**src/rtl/mcdt_pkg.sv**
```systemverilog
// Shared types and constants for the MCDT arbitration path.
//   NCH         : number of requesting channels
//   DW          : data width per channel
//   arb_state_e : arbiter FSM state
//   chnl_id_t   : channel index as carried on mcdt_id_o
package mcdt_pkg;

    localparam int unsigned NCH  = 3;
    localparam int unsigned DW   = 32;
    localparam int unsigned ID_W = 2;

    typedef enum logic {
        IDLE  = 1'b0,
        GRANT = 1'b1
    } arb_state_e;

    typedef logic [ID_W-1:0] chnl_id_t;

endpackage

```
**src/rtl/mcdt_rr_sel.sv**
```systemverilog
// Round-robin selector: picks the first eligible channel after last_id.
//   elig     : eligible channel vector (N bits)
//   last_id  : channel granted most recently
//   any_o    : at least one channel is eligible
//   sel_id_o : winning channel (0 when any_o is low)
module mcdt_rr_sel
    import mcdt_pkg::*;
#(
    parameter int unsigned N = NCH
) (
    input  logic [N-1:0] elig,
    input  chnl_id_t     last_id,
    output logic         any_o,
    output chnl_id_t     sel_id_o
);

    chnl_id_t cand;

    // Walk the ring from farthest to nearest so the nearest eligible
    // channel after last_id is the final (winning) assignment.
    always_comb begin
        any_o    = |elig;
        sel_id_o = '0;
        cand     = '0;
        for (int i = int'(N); i >= 1; i--) begin
            cand = chnl_id_t'((int'(last_id) + i) % int'(N));
            if (elig[cand]) begin
                sel_id_o = cand;
            end
        end
    end

endmodule

```
**src/rtl/mcdt_rr_arbiter.sv**
```systemverilog
// Round-robin burst arbiter between the per-channel slave FIFOs and the
// shared MCDT output. Grants one channel at a time, pops up to BURST words
// from it, and forwards each popped word through a registered output stage.
//   clk_i       : clock, rising edge
//   rst_i       : synchronous reset, active-high
//   req_i       : channel FIFO non-empty (head word valid on data_i)
//   data_i      : channel k head word at [k*DW +: DW]
//   en_i        : per-channel arbitration enable
//   pop_o       : one-hot FIFO pop, combinational
//   mcdt_data_o : registered output word
//   mcdt_val_o  : output word/id valid
//   mcdt_id_o   : source channel of the output word
//   busy_o      : arbiter is in GRANT
module mcdt_rr_arbiter #(
    parameter int unsigned NCH   = mcdt_pkg::NCH,
    parameter int unsigned DW    = mcdt_pkg::DW,
    parameter int unsigned BURST = 4
) (
    input  logic              clk_i,
    input  logic              rst_i,
    input  logic [NCH-1:0]    req_i,
    input  logic [NCH*DW-1:0] data_i,
    input  logic [NCH-1:0]    en_i,
    output logic [NCH-1:0]    pop_o,
    output logic [DW-1:0]     mcdt_data_o,
    output logic              mcdt_val_o,
    output logic [1:0]        mcdt_id_o,
    output logic              busy_o
);

    import mcdt_pkg::*;

    localparam int unsigned CNT_W = (BURST > 1) ? $clog2(BURST) : 1;
    localparam logic [CNT_W-1:0] CNT_LAST = CNT_W'(BURST - 1);

    arb_state_e       state;
    chnl_id_t         cur_id;
    chnl_id_t         last_id;
    chnl_id_t         sel_id;
    logic [CNT_W-1:0] cnt;
    logic [NCH-1:0]   elig;
    logic             any_elig;
    logic             cur_elig;

    assign elig     = req_i & en_i;
    assign cur_elig = elig[cur_id];
    assign busy_o   = (state == GRANT);

    mcdt_rr_sel #(
        .N(NCH)
    ) u_sel (
        .elig    (elig),
        .last_id (last_id),
        .any_o   (any_elig),
        .sel_id_o(sel_id)
    );

    // Pop the granted channel whenever it still has data and is enabled.
    always_comb begin
        pop_o = '0;
        if ((state == GRANT) && cur_elig) begin
            pop_o[cur_id] = 1'b1;
        end
    end

    // Arbitration FSM, burst counter and output register.
    always_ff @(posedge clk_i) begin
        if (rst_i) begin
            state       <= IDLE;
            cur_id      <= '0;
            cnt         <= '0;
            last_id     <= chnl_id_t'(NCH - 1);
            mcdt_data_o <= '0;
            mcdt_val_o  <= 1'b0;
            mcdt_id_o   <= '0;
        end else begin
            mcdt_val_o <= 1'b0;
            case (state)
                IDLE: begin
                    if (any_elig) begin
                        cur_id <= sel_id;
                        cnt    <= '0;
                        state  <= GRANT;
                    end
                end
                GRANT: begin
                    if (cur_elig) begin
                        mcdt_data_o <= data_i[32'(cur_id) * DW +: DW];
                        mcdt_id_o   <= cur_id;
                        mcdt_val_o  <= 1'b1;
                        if (cnt == CNT_LAST) begin
                            cnt     <= '0;
                            last_id <= cur_id;
                            state   <= IDLE;
                        end else begin
                            cnt <= cnt + CNT_W'(1);
                        end
                    end else begin
                        // Channel emptied or was disabled: dead cycle, re-arbitrate.
                        last_id <= cur_id;
                        state   <= IDLE;
                    end
                end
                default: state <= IDLE;
            endcase
        end
    end

endmodule

```
**config.mk**
```make
export PLATFORM = sky130hd
export DESIGN_NAME = mcdt_rr_arbiter
export DESIGN_NICKNAME = d
export VERILOG_FILES = /design/src/rtl/mcdt_pkg.sv /design/src/rtl/mcdt_rr_sel.sv /design/src/rtl/mcdt_rr_arbiter.sv
export SDC_FILE = /design/constraint.sdc
export NUM_CORES = 1
export LEC_CHECK = 0
export ABC_CLOCK_PERIOD_IN_PS = 2050
export CORE_MARGIN = 2
export CORE_UTILIZATION = 36
export CTS_CLUSTER_SIZE = 40
export DETAILED_ROUTE_END_ITERATION = 16
export PLACE_DENSITY_LB_ADDON = 0.25
export SYNTH_ARGS = -nofsm -noshare
export SYNTH_HDL_FRONTEND = slang
export SYNTH_SLANG_ARGS = --single-unit
```
**constraint.sdc**
```tcl
create_clock -name clk_i -period 2.05 [get_ports clk_i]
set_clock_uncertainty 0.05 [all_clocks]
set_input_delay 0.3075 -clock clk_i [delete_from_list [all_inputs] [get_ports clk_i]]
set_output_delay 0.3075 -clock clk_i [all_outputs]
set_load 0.005 [all_outputs]
```
# Word-level counts from Yosys, hierarchy flattened
# Cells that the tools add are included.
[op_classes]
muxes = 25
n_div = 3
eq_ne = 4
mul = 0
n_addsub = 4
n_bitwise = 2
shift = 1
n_reduce_logical = 8
order_cmp = 5
[ops]
columns = ["operator", "count"]
rows = [
  ["$mod A32 B3 Y32 const B", 3],
  ["$shiftx A96 B8 Y32", 1],
  ["$mux W2", 8],
  ["$lt A2 B3 Y1 const B", 4],
  ["$mux W1", 9],
  ["$bmux W1 S2", 4],
  ["$reduce_and A2 Y1", 4],
  ["$add A2 B2 Y3 const B", 2],
  ["$ne A2 B1 Y1 const B", 2],
  ["$pmux W2 S2", 1],
  ["$add A2 B1 Y3 const B", 1],
  ["$and A3 B3 Y3", 1],
  ["$mux W3", 1],
  ["$reduce_or A3 Y1", 1],
  ["$add A2 B1 Y2 const B", 1],
  ["$demux W1 S2", 1],
  ["$eq A2 B2 Y1 const B", 1],
  ["$ge A2 B1 Y1 const B", 1],
  ["$logic_and A1 B1 Y1", 2],
  ["$ne A2 B2 Y1 const B", 1],
  ["$pmux W1 S2", 1],
  ["$reduce_or A2 Y1", 1],
  ["$not A1 Y1", 1],
]
[totals]
in_bits = 104
mem_bits_rw = 0
n_memories = 0
rom_bits = 0
register_bits = 42
latch_bits = 0
out_inout_bits = 39

# Logic depth before layout (Yosys ltp)
# Gate-level depths: netlist of the first run.
[logic_depth]
depth_word = 7
mapped_depth = 6
ltp_nobuf = 6

# Cells and area by module
# Synthesis of the first run repeated with hierarchy kept, for this count alone.
[unflattened]
cells_unflattened = 302
hier_area_um2 = 2622.5
[modules_own_cells]
columns = ["mod", "cells_per_inst", "area_each_um2", "instances", "seq_area_each_um2"]
rows = [
  ["mcdt_rr_arbiter", 282, 2472.4, 1, 840.8],
  ["mcdt_rr_sel", 20, 150.1, 1, 0.0],
]

# Worst setup path before layout of the first run
# No wires, ideal clock.
[synth_path]
path_kind = "reg2out"
from = "register cur_id[1]"
to = "output port pop_o[1]"
path_buffers = 2
t_arrival_ns = 1.201
slack_ns = 0.492
t_required_ns = 1.692
stages_incl_launch_ff = 6
path_cell_list = "dfxtp_1 -> nand4bb_4 -> a31oi_1 -> buf_4 -> buf_6 -> and2_1"
[synth_via]
elab_chain_len = 5
word_cells_on_any_way = 9
[synth_rtl]
columns = ["item", "line_no", "rtl"]
rows = [
  ["from (decl)", "mcdt_rr_arbiter.sv:37", "chnl_id_t cur_id;"],
  ["from (signal assigned)", "mcdt_rr_arbiter.sv:81", "cur_id <= sel_id;"],
  ["$lt A2 B3 Y1 (not written as such) or $ge A2 B1 Y1 (tied branches)", "mcdt_rr_arbiter.sv:62", "pop_o[cur_id] = 1'b1;"],
  ["$logic_and A1 B1 Y1 (not written as such)", "mcdt_rr_arbiter.sv:62", ""],
  ["$mux W1 (not written as such)", "mcdt_rr_arbiter.sv:62", ""],
  ["$demux W1 S2", "mcdt_rr_arbiter.sv:62", ""],
  ["$mux W3 *", "mcdt_rr_arbiter.sv:61", "if ((state == GRANT) && cur_elig) begin"],
  ["to (decl)", "mcdt_rr_arbiter.sv:24", "output logic [NCH-1:0] pop_o,"],
]
# Every way passes the cells marked *; elsewhere a longest branch is shown, timed or not. The select of a mux whose other input is x is not followed.

# Final worst setup path of the first run
[layout_path]
from = "input port en_i[1]"
to = "output port pop_o[1]"
[layout_via]
elab_chain_len = 5
[layout_rtl]
columns = ["item", "line_no", "rtl"]
rows = [
  ["from (decl)", "mcdt_rr_arbiter.sv:23", "input logic [NCH-1:0] en_i,"],
  ["$and A3 B3 Y3", "mcdt_rr_arbiter.sv:45", "assign elig = req_i & en_i;"],
  ["$bmux W1 S2", "mcdt_rr_arbiter.sv:46", "assign cur_elig = elig[cur_id];"],
  ["$mux W1 (not written as such)", "mcdt_rr_arbiter.sv:46", ""],
  ["$logic_and A1 B1 Y1", "mcdt_rr_arbiter.sv:61", ""],
  ["$mux W3", "mcdt_rr_arbiter.sv:61", ""],
]
# No other way between the ends. The select of a mux whose other input is x is not followed.

==> results.ini, run 1 <==
[placement]
gp_congestion = 0.866
dp_slack_ns = -0.214
dp_cells = 455
port-buffer-count = 142
hpwl_um = 5420

[setup_path]
crit_path_start_kind = input pin
cp_data_arrival_time_ns = 1.59
worst-path-max-fanout = 2
startpoint = en_i[1]
path_class = input pin to primary output
crit_required_ns = 1.69
end_kind = primary output
reg2reg_from = cur_id[1]

[clock_network]
clk_pin_slew_ns = 0.08
clockRootBuffer = clkbuf_8
clockBufferDepth = 2
numClockSinks = 42
cts_hold_buf = 0
clock_latency_ns = 0.29
cts_tree = built
htreeDepth = 2
cts_made_buffers = 5

[sta]
fin_crit_ns = 1.95
setup_ws_ns = 0.0997
timing.setup.tns_ns = 0
rsz0062_at_grt = false
period_share_pct = 95.1
tightestPinTransition_ns = 0.732
setup_viol_count_final = 0
maxSlewViolCount = 0
slew_headroom_pct = 51.2
fmaxAchievable_mhz = 513
final_hold_viol_count = 0

[logic_synthesis]
netlist_instances = 245
synth_flop_cell = dfxtp_1
yosysMostFrequentCell = nor2_1
synth_nets = 353
yosysTopAreaCellShare_pct = 38.8
synth.ff_latch_count = 42
yosys-top-cells-area = dfxtp_1, a211oi_1, nor2_1, mux2i_1, a222oi_1
yosysWarnings = 0
seq_area_frac_synth_pct = 38.8
synth_edf_count = 0
yosys-top-cells-count = nor2_1, dfxtp_1, a211oi_1
async_flop_share_pct = 0
synth_area_mm2 = 0.00217
syn_avg_cell_area_um2 = 8.86
synth_largest_area_cell = dfxtp_1
synth_cell_types = 31

[die]
io_pins = 143
die_y_um = 81.6
initial_core_util_pct = 36.9
die_area_mm2 = 0.00666
core_area_mm2 = 0.00589
num_rows = 28
die_x_um = 81.6

[final_layout]
area_delta_synth_final_pct = 77.2
fin_cells = 465
antenna_cells = 0
drive_gt1_share_pct = 8.72
num-nets-final = 497

[status]
outcome = finished clean

[power_and_ir_drop]
power.total_uw = 1970
ir_worst_vdd_uv = 323
leakage_uw = 0.00136
power.density_mw_per_mm2 = 512

[min_path]
min_from = cnt[1]
hp-class = register to register

[grt]
gr-usage-met2_pct = 38.1
grt_usage_pct = 20.5
busiest_layer = met2
grt_use_met3_pct = 5.05
grt_pass1_wl_um = 10500
antenna_found_initial = 0
overflow = 0
grt_max_degree = 49
use_met1_pct = 23.1
grt_pass1_vias = 2272

[route]
wl_um = 7260
wl_per_cell_um = 15.6
vias_per_cell = 5.26
routed-via-count = 2444
drtIter0Drc = 118
drtPass1Iterations = 4
drc = 0
ant_nets = 0

[run]
cap_violations = 0

metal layers:
metal  routed length, µm  vias to the layer above
met2                3470                       95
met4                  91                        0
met1                2960                     1133
met5                   0                        -
met3                 734                        7
li1                    -                     1209
area by class of cell:
class | instances | area (µm²)
Inverter | 5 | 18.8
Clock inverter | 1 | 5.00
Sequential cell | 42 | 843
Multi-Input combinational cell | 176 | 1200
Fill cell | 503 | 2040
Tap cell | 75 | 93.8
Clock buffer | 7 | 86.3
Timing Repair Buffer | 159 | 1600
path summary, 6_finish.rpt:
kind | endpoint | slack [ns] | cells past startpoint
worst min-delay path | cnt[1] | 0.44 | 2
worst max register to register | mcdt_data_o[11] | 0.23 | 7
worst max-delay path | pop_o[1] | 0.1 | 5
worst min register to register | cnt[1] | 0.44 | 2
report_power, final:
part | total [µW] | switching (µW) | internal (µW)
sequential | 881 | 25.4 | 856
combinational | 550 | 202 | 347
clock | 537 | 265 | 272
state kept, by name, indices dropped and copies added (netlist names):
signal       count
busy_o           1
cur_id           2
last_id          2
mcdt_val_o       1
mcdt_data_o     32
mcdt_id_o        2
cnt              2
placed cells by master, fill, tap and decap left out, types with 3 or more instances in the layout:
cell             count
a211oi_1            33
nand3b_1             4
nand2_1              5
clkdlybuf4s50_1    137
dfxtp_1             40
buf_4               13
clkbuf_8             6
ha_1                 4
nor2_1              52
and2_1               3
a222oi_1            17
inv_1                5
mux2i_1             18
a21oi_1             20
timing repair:
item                                    4_1_cts  5_1_grt
buffers inserted                              1        0
gates resized for setup                       7        7
gates cloned                                  0        1
endpoints found under the setup margin       20       25
pin swaps                                     3        2
kinds of logic (layout without fill, tap and decap cells):
family | Yosys count | count (layout) | synth area share (%)
AOI/OAI and AO/OA | 80 | 80 | 27.6
DFF | 42 | 42 | 38.8
muxes | 18 | 18 | 8.30
buffers and inverters | 27 | 172 | 6.75
adders and majority gates | 4 | 4 | 2.31
and+or+nand+nor | 74 | 74 | 16.3
worst max-delay path, stage by stage:
cell	delay, ns
clkdlybuf4s50_1	0.48
nand4b_1	0.18
a31oi_4	0.25
and2_1	0.15
dlygate4sd2_1	0.23
through the flow:
stage,util [%],hold WS [ns],instance area (µm²)
after floorplan,-,0.406,2170
after global placement,62.9,0.423,3700
after detailed placement,62.9,0.430,3700
after CTS,64.6,0.445,3800
after global routing,65.3,0.469,3840
final,65.3,0.443,3840
(Power assumes the default switching activity.)
==> inputs of run 2 (changes only) <==
ABC_CLOCK_PERIOD_IN_PS = 1700   (was 2050)
CORE_UTILIZATION = 33   (was 36)
clock period = 1.7 ns   (was 2.05 ns; I/O delays follow)
==> run 2 against run 1 <==
- the flow now finishes with violations (negative setup slack)
- power grew 26%
- core utilization shrank 0.78 points
- critical path type unchanged
- global-route usage grew 0.87 points
- non-clock buffer count is 12 higher
- first-iteration DRC count up 30%
- final cell count grew 3.0%
- final area rose by 6.6%
- sequential power is 20% higher
- wire length rose by 8.3%
- highest routed layer unchanged
- critical endpoint is now pop_o[2]
- clock-buffer cell count is 1 lower
- clock power increased by 26%
==> results.ini, run 2 (synthesis results as in run 1) <==
[sta]
slew_headroom_pct = 69.7  ; +19 points
fin_crit_ns = 1.83
fmaxAchievable_mhz = 548
tightestPinTransition_ns = 0.454  ; -0.278 ns
rsz0062_at_grt = true
final_hold_viol_count = 0  ; unchanged
setup_ws_ns = -0.125  ; -0.225 ns
period_share_pct = 107
maxSlewViolCount = 0  ; unchanged
setup_viol_count_final = 32  ; +32

[clock_network]
cts_made_buffers = 5  ; unchanged
cts_hold_buf = 0  ; unchanged
clockRootBuffer = clkbuf_8
clock_latency_ns = 0.29  ; about the same
cts_tree = built
numClockSinks = 42  ; unchanged
htreeDepth = 2  ; unchanged
clk_pin_slew_ns = 0.08  ; about the same
clockBufferDepth = 2  ; unchanged

[setup_path]
cpPeakStageDelay_ns = 0.49  ; about the same
cp_data_arrival_time_ns = 1.52  ; -0.07 ns
cp_slowest_cell = clkdlybuf4s50_1
worst-path-max-fanout = 2  ; unchanged
timing.rr.end = mcdt_data_o[10]
crit_required_ns = 1.39  ; -0.30 ns
path_class = input pin to primary output
cp_common_cell = buf_6
crit_path_start_kind = input pin
end_kind = primary output
rr_worst_depth = 7  ; unchanged
crit_path_cell_trace = clkdlybuf4s50_1 -> nand4b_1 -> a31oi_4 -> buf_6 -> and2_4 -> buf_6
reg2reg_from = cur_id[1]
reg2reg_slack_ns = -0.08  ; -0.31 ns

[die]
num_rows = 29  ; +3.6%
initial_core_util_pct = 34.2  ; -2.7 points
io_pins = 143  ; unchanged
die_area_mm2 = 0.00724  ; +8.6%
core_area_mm2 = 0.00635  ; +7.9%
die_y_um = 85.1  ; +4.2%
die_x_um = 85.1  ; +4.2%

[grt]
overflow = 0  ; unchanged
grt_pass1_vias = 2486  ; +9.4%
grt_usage_pct = 21.3  ; +0.87 points
antenna_found_initial = 0  ; unchanged
grt_max_degree = 22  ; -55%
grt_pass1_wl_um = 12200  ; +17%

[final_layout]
nFillCells = 543  ; +8.0%
finish.instance_area_mm2 = 0.00410  ; +6.6%
drive_gt1_share_pct = 14.7  ; +6.0 points
utilization_pct = 64.6  ; -0.78 points
largest_reg_flops = 32  ; unchanged
regMostFlops = mcdt_data_o
antenna_cells = 0  ; unchanged
final_cell_mix = clkdlybuf4s50_1, nor2_1, dfxtp_1
area_delta_synth_final_pct = 88.9
layout_commonest_cell = clkdlybuf4s50_1
num-nets-final = 509  ; +2.4%

[status]
outcome = finished with violations
violations = negative setup slack

[route]
wl_per_cell_um = 16.4  ; +5.2%
drc = 0  ; unchanged
routed-via-count = 2513  ; +2.8%
ant_nets = 0  ; unchanged
vias_per_cell = 5.25  ; -0.18%
wl_um = 7860  ; +8.3%
drtPass1Iterations = 5  ; +1
drtIter0Drc = 153  ; +30%

[min_path]
min_from = mcdt_data_o[21]
holdPathEnd = mcdt_data_o[21]
hold_depth = 2  ; unchanged
hp-class = register to register

[power_and_ir_drop]
leakage_uw = 0.00146  ; +7.9%
ir_worst_vdd_uv = 324  ; +0.36%
power.density_mw_per_mm2 = 603  ; +18%

[placement]
dpl_cell_area_mm2 = 0.00377  ; +1.8%
hpwl_um = 5500  ; +1.5%
port-buffer-count = 142  ; unchanged
gp_congestion = 0.789  ; -8.9%

[run]
cap_violations = 0  ; unchanged

==> run 2: layout make-up <==
class	count	area, µm²	share of cell area, %
inverters	5	18.8	0.458
well taps	77	96.3	2.35
clock buffers	6	82.6	2.01
multi-input cells	176	1250	30.6
flip-flops and latches	42	848	20.7
repair buffers	171	1790	43.6
clock inverters	2	12.5	0.305
==> run 2: worst max-delay path, delay by kind of cell <==
family / cells / cell delay, ns
buffers and inverters: 3 / 0.71
and+or+nand+nor: 2 / 0.31
AOI/OAI and AO/OA: 1 / 0.24
==> run 2: timing repair <==
action / CTS / global route
gates cloned: 4 / 0
endpoints found under the setup margin: 34 / 40
gates resized for setup: 32 / 9
pin swaps: 4 / 10
buffers inserted: 3 / 0
==> run 2: power breakdown <==
group	leakage (µW)	total [µW]	internal, µW	switching (µW)
Clock	0.0000472	674	327	347
Sequential	0.000343	1060	1030	27.6
Combinational	0.00107	739	469	270
Total	0.00146	2470	1830	645
==> run 2: metal layers <==
metal,routed length (µm),part of all wire (%),global-route usage (%),vias to the layer above
met5,0,0,0,-
met4,88,1.1,5.63,0
met3,462,5.9,4.77,6
met2,4160,53,39.2,82
met1,3150,40,24.8,1185
li1,-,-,-,1240
==> run 2: worst max path at each step <==
stage / from / cells after the start / slack [ns] / endpoint
6_report: en_i[2] / 6 / -0.13 / pop_o[2]
2_1_floorplan: cur_id[1] / 5 / 0.19 / pop_o[1]
3_3_place_gp: cur_id[1] / 4 / -0.44 / mcdt_data_o[20]
4_1_cts: cur_id[1] / 5 / -0.13 / pop_o[2]
3_5_place_dp: cur_id[1] / 4 / -0.54 / mcdt_data_o[20]
5_1_grt: cur_id[1] / 5 / -0.18 / pop_o[2]
==> run 2: metrics by stage <==
stage	setup TNS (ns)	std cells	setup WS [ns]	power (µW)	hold slack, ns
4_1_cts	-2.71	479	-0.134	2480	0.449
6_report	-1.45	479	-0.125	2470	0.442
3_3_place_gp	-14.63	464	-0.445	1750	0.426
2_1_floorplan	0	245	0.194	1340	0.353
5_1_grt	-3.34	479	-0.178	2610	0.468
3_5_place_dp	-16.97	464	-0.538	1760	0.439
==> inputs of run 3 (changes only) <==
==> constraint.sdc (replaced) <==
create_clock -name clk_i -period 1.7 [get_ports clk_i]
set_clock_uncertainty 0.05 [all_clocks]
set_input_delay 0.425 -clock clk_i [delete_from_list [all_inputs] [get_ports clk_i]]
set_output_delay 0.425 -clock clk_i [all_outputs]
set_load 0.005 [all_outputs]
==> run 3 against run 2 <==
- the flow still finishes with violations (negative setup slack)
- via count down 3.0%
- global-route usage down 2.4 points
- clock-buffer cell count down 1
- sequential power about the same
- register-to-register slack about the same
- non-clock buffer count down 2
- highest routed layer unchanged
==> results.ini, run 3 (synthesis results as in run 1) <==
[final_layout]
area_delta_synth_final_pct = 79.1
regMostFlops = mcdt_data_o
layout_commonest_cell = clkdlybuf4s50_1
largest_reg_flops = 32  ; unchanged
num-nets-final = 507  ; -0.39%
drive_gt1_share_pct = 12.0  ; -2.6 points
fin_cells = 476  ; -0.63%
final_cell_mix = clkdlybuf4s50_1, nor2_1, dfxtp_1
utilization_pct = 61.2  ; -3.4 points
antenna_cells = 0  ; unchanged

[route]
drc = 0  ; unchanged
drtIter0Drc = 96  ; -37%
wl_um = 7040  ; -10%
vias_per_cell = 5.12  ; -2.4%
routed-via-count = 2437  ; -3.0%
wl_per_cell_um = 14.8  ; -9.8%
drtPass1Iterations = 4  ; -1
ant_nets = 0  ; unchanged

[placement]
hpwl_um = 5420  ; -1.5%
port-buffer-count = 142  ; unchanged
dp_cells = 466  ; +0.43%
gp_congestion = 0.768  ; -2.7%

[grt]
antenna_found_initial = 0  ; unchanged
overflow = 0  ; unchanged
grt_pass1_wl_um = 11000  ; -9.9%
grt_pass1_vias = 2369  ; -4.7%
grt_usage_pct = 19.0  ; -2.4 points
grt_max_degree = 73  ; +230%

[sta]
hold_slack_ns = 0.448  ; +0.00624 ns
maxSlewViolCount = 0  ; unchanged
tightestPinTransition_ns = 0.432  ; -0.0214 ns
setup_viol_count_final = 36  ; +13%
fmaxAchievable_mhz = 532  ; -3.0%
fin_crit_ns = 1.88  ; +0.0561 ns
timing.setup.tns_ns = -1.62  ; -0.164 ns
final_hold_viol_count = 0  ; unchanged
period_share_pct = 111  ; +3.3 points
slew_headroom_pct = 71.2  ; +1.5 points
setup_ws_ns = -0.181  ; -0.0561 ns
rsz0062_at_grt = true

[run]
cap_violations = 0  ; unchanged

[die]
core_area_mm2 = 0.00635  ; unchanged
initial_core_util_pct = 34.2  ; unchanged
io_pins = 143  ; unchanged
die_x_um = 85.1  ; unchanged
die_y_um = 85.1  ; unchanged
die_area_mm2 = 0.00724  ; unchanged
num_rows = 29  ; unchanged

[clock_network]
clk_pin_slew_ns = 0.08  ; about the same
clockBufferDepth = 2  ; unchanged
htreeDepth = 2  ; unchanged
cts_made_buffers = 5  ; unchanged
cts_hold_buf = 0  ; unchanged
numClockSinks = 42  ; unchanged
clockRootBuffer = clkbuf_8
cts_tree = built
clock_latency_ns = 0.29  ; about the same

[setup_path]
crit_path_start_kind = register
crit_required_ns = 1.22  ; -0.17 ns
cp_data_arrival_time_ns = 1.41  ; -0.11 ns
path_class = register to primary output
end_kind = primary output
reg2reg_slack_ns = -0.09  ; about the same
worst-path-max-fanout = 4  ; +2

[min_path]
hp-class = register to register

[power_and_ir_drop]
ir_worst_vdd_uv = 320  ; -1.1%
power.density_mw_per_mm2 = 604  ; +0.23%
leakage_uw = 0.00139  ; -5.3%
power.total_uw = 2350  ; -5.0%

[status]
outcome = finished with violations
violations = negative setup slack

run 3: worst paths after layout:
kind / startpoint / end / cells past startpoint
worst max register to register: cur_id[0] / mcdt_data_o[12] / 5
worst max-delay path: cur_id[0] / pop_o[1] / 4
worst min-delay path: mcdt_data_o[8] / mcdt_data_o[8] / 2
worst min register to register: mcdt_data_o[8] / mcdt_data_o[8] / 2
run 3: layout make-up:
class / count / area, µm²
Fill cell: 589 / 2460
Timing Repair Buffer: 169 / 1640
Multi-Input combinational cell: 176 / 1200
Sequential cell: 42 / 845
Tap cell: 77 / 96.3
Clock buffer: 5 / 68.8
Inverter: 5 / 18.8
Clock inverter: 2 / 10.0
run 3: worst max-delay path, stage by stage, from the launching register on:
cell	delay, ns
dfxtp_2	0.34
nand4b_1	0.24
a31oi_4	0.28
and2_4	0.18
buf_6	0.08
run 3: where the power goes:
group / leakage, µW / switching (µW) / internal (µW)
Sequential: 0.000342 / 24.5 / 1030
Combinational: 0.000999 / 246 / 431
Clock: 0.0000438 / 337 / 276
run 3: through the flow:
step	area, µm²	worst slack (ns)
finish	3880	-0.181
global route	3880	-0.252
floorplan	2170	0.0242
global placement	3770	-0.758
CTS	3860	-0.182
detailed placement	3770	-0.745
run 3: repair_timing:
| item | CTS | global route |
|---|---|---|
| pin swaps | 5 | 4 |
| endpoints found under the hold margin | 0 | 0 |
| cloned | 0 | 0 |
| endpoints found under the setup margin | 44 | 41 |
| buffers inserted | 3 | 0 |
| resized for setup | 26 | 5 |
run 3: per-layer routing:
layer / vias to the layer above / share of wire [%] / global-route usage (%)
met5: - / 0 / 0
met4: 0 / 2.3 / 6.06
met3: 13 / 7.4 / 4.96
met2: 94 / 51 / 34.7
met1: 1096 / 39 / 21.3
li1: 1234 / - / -
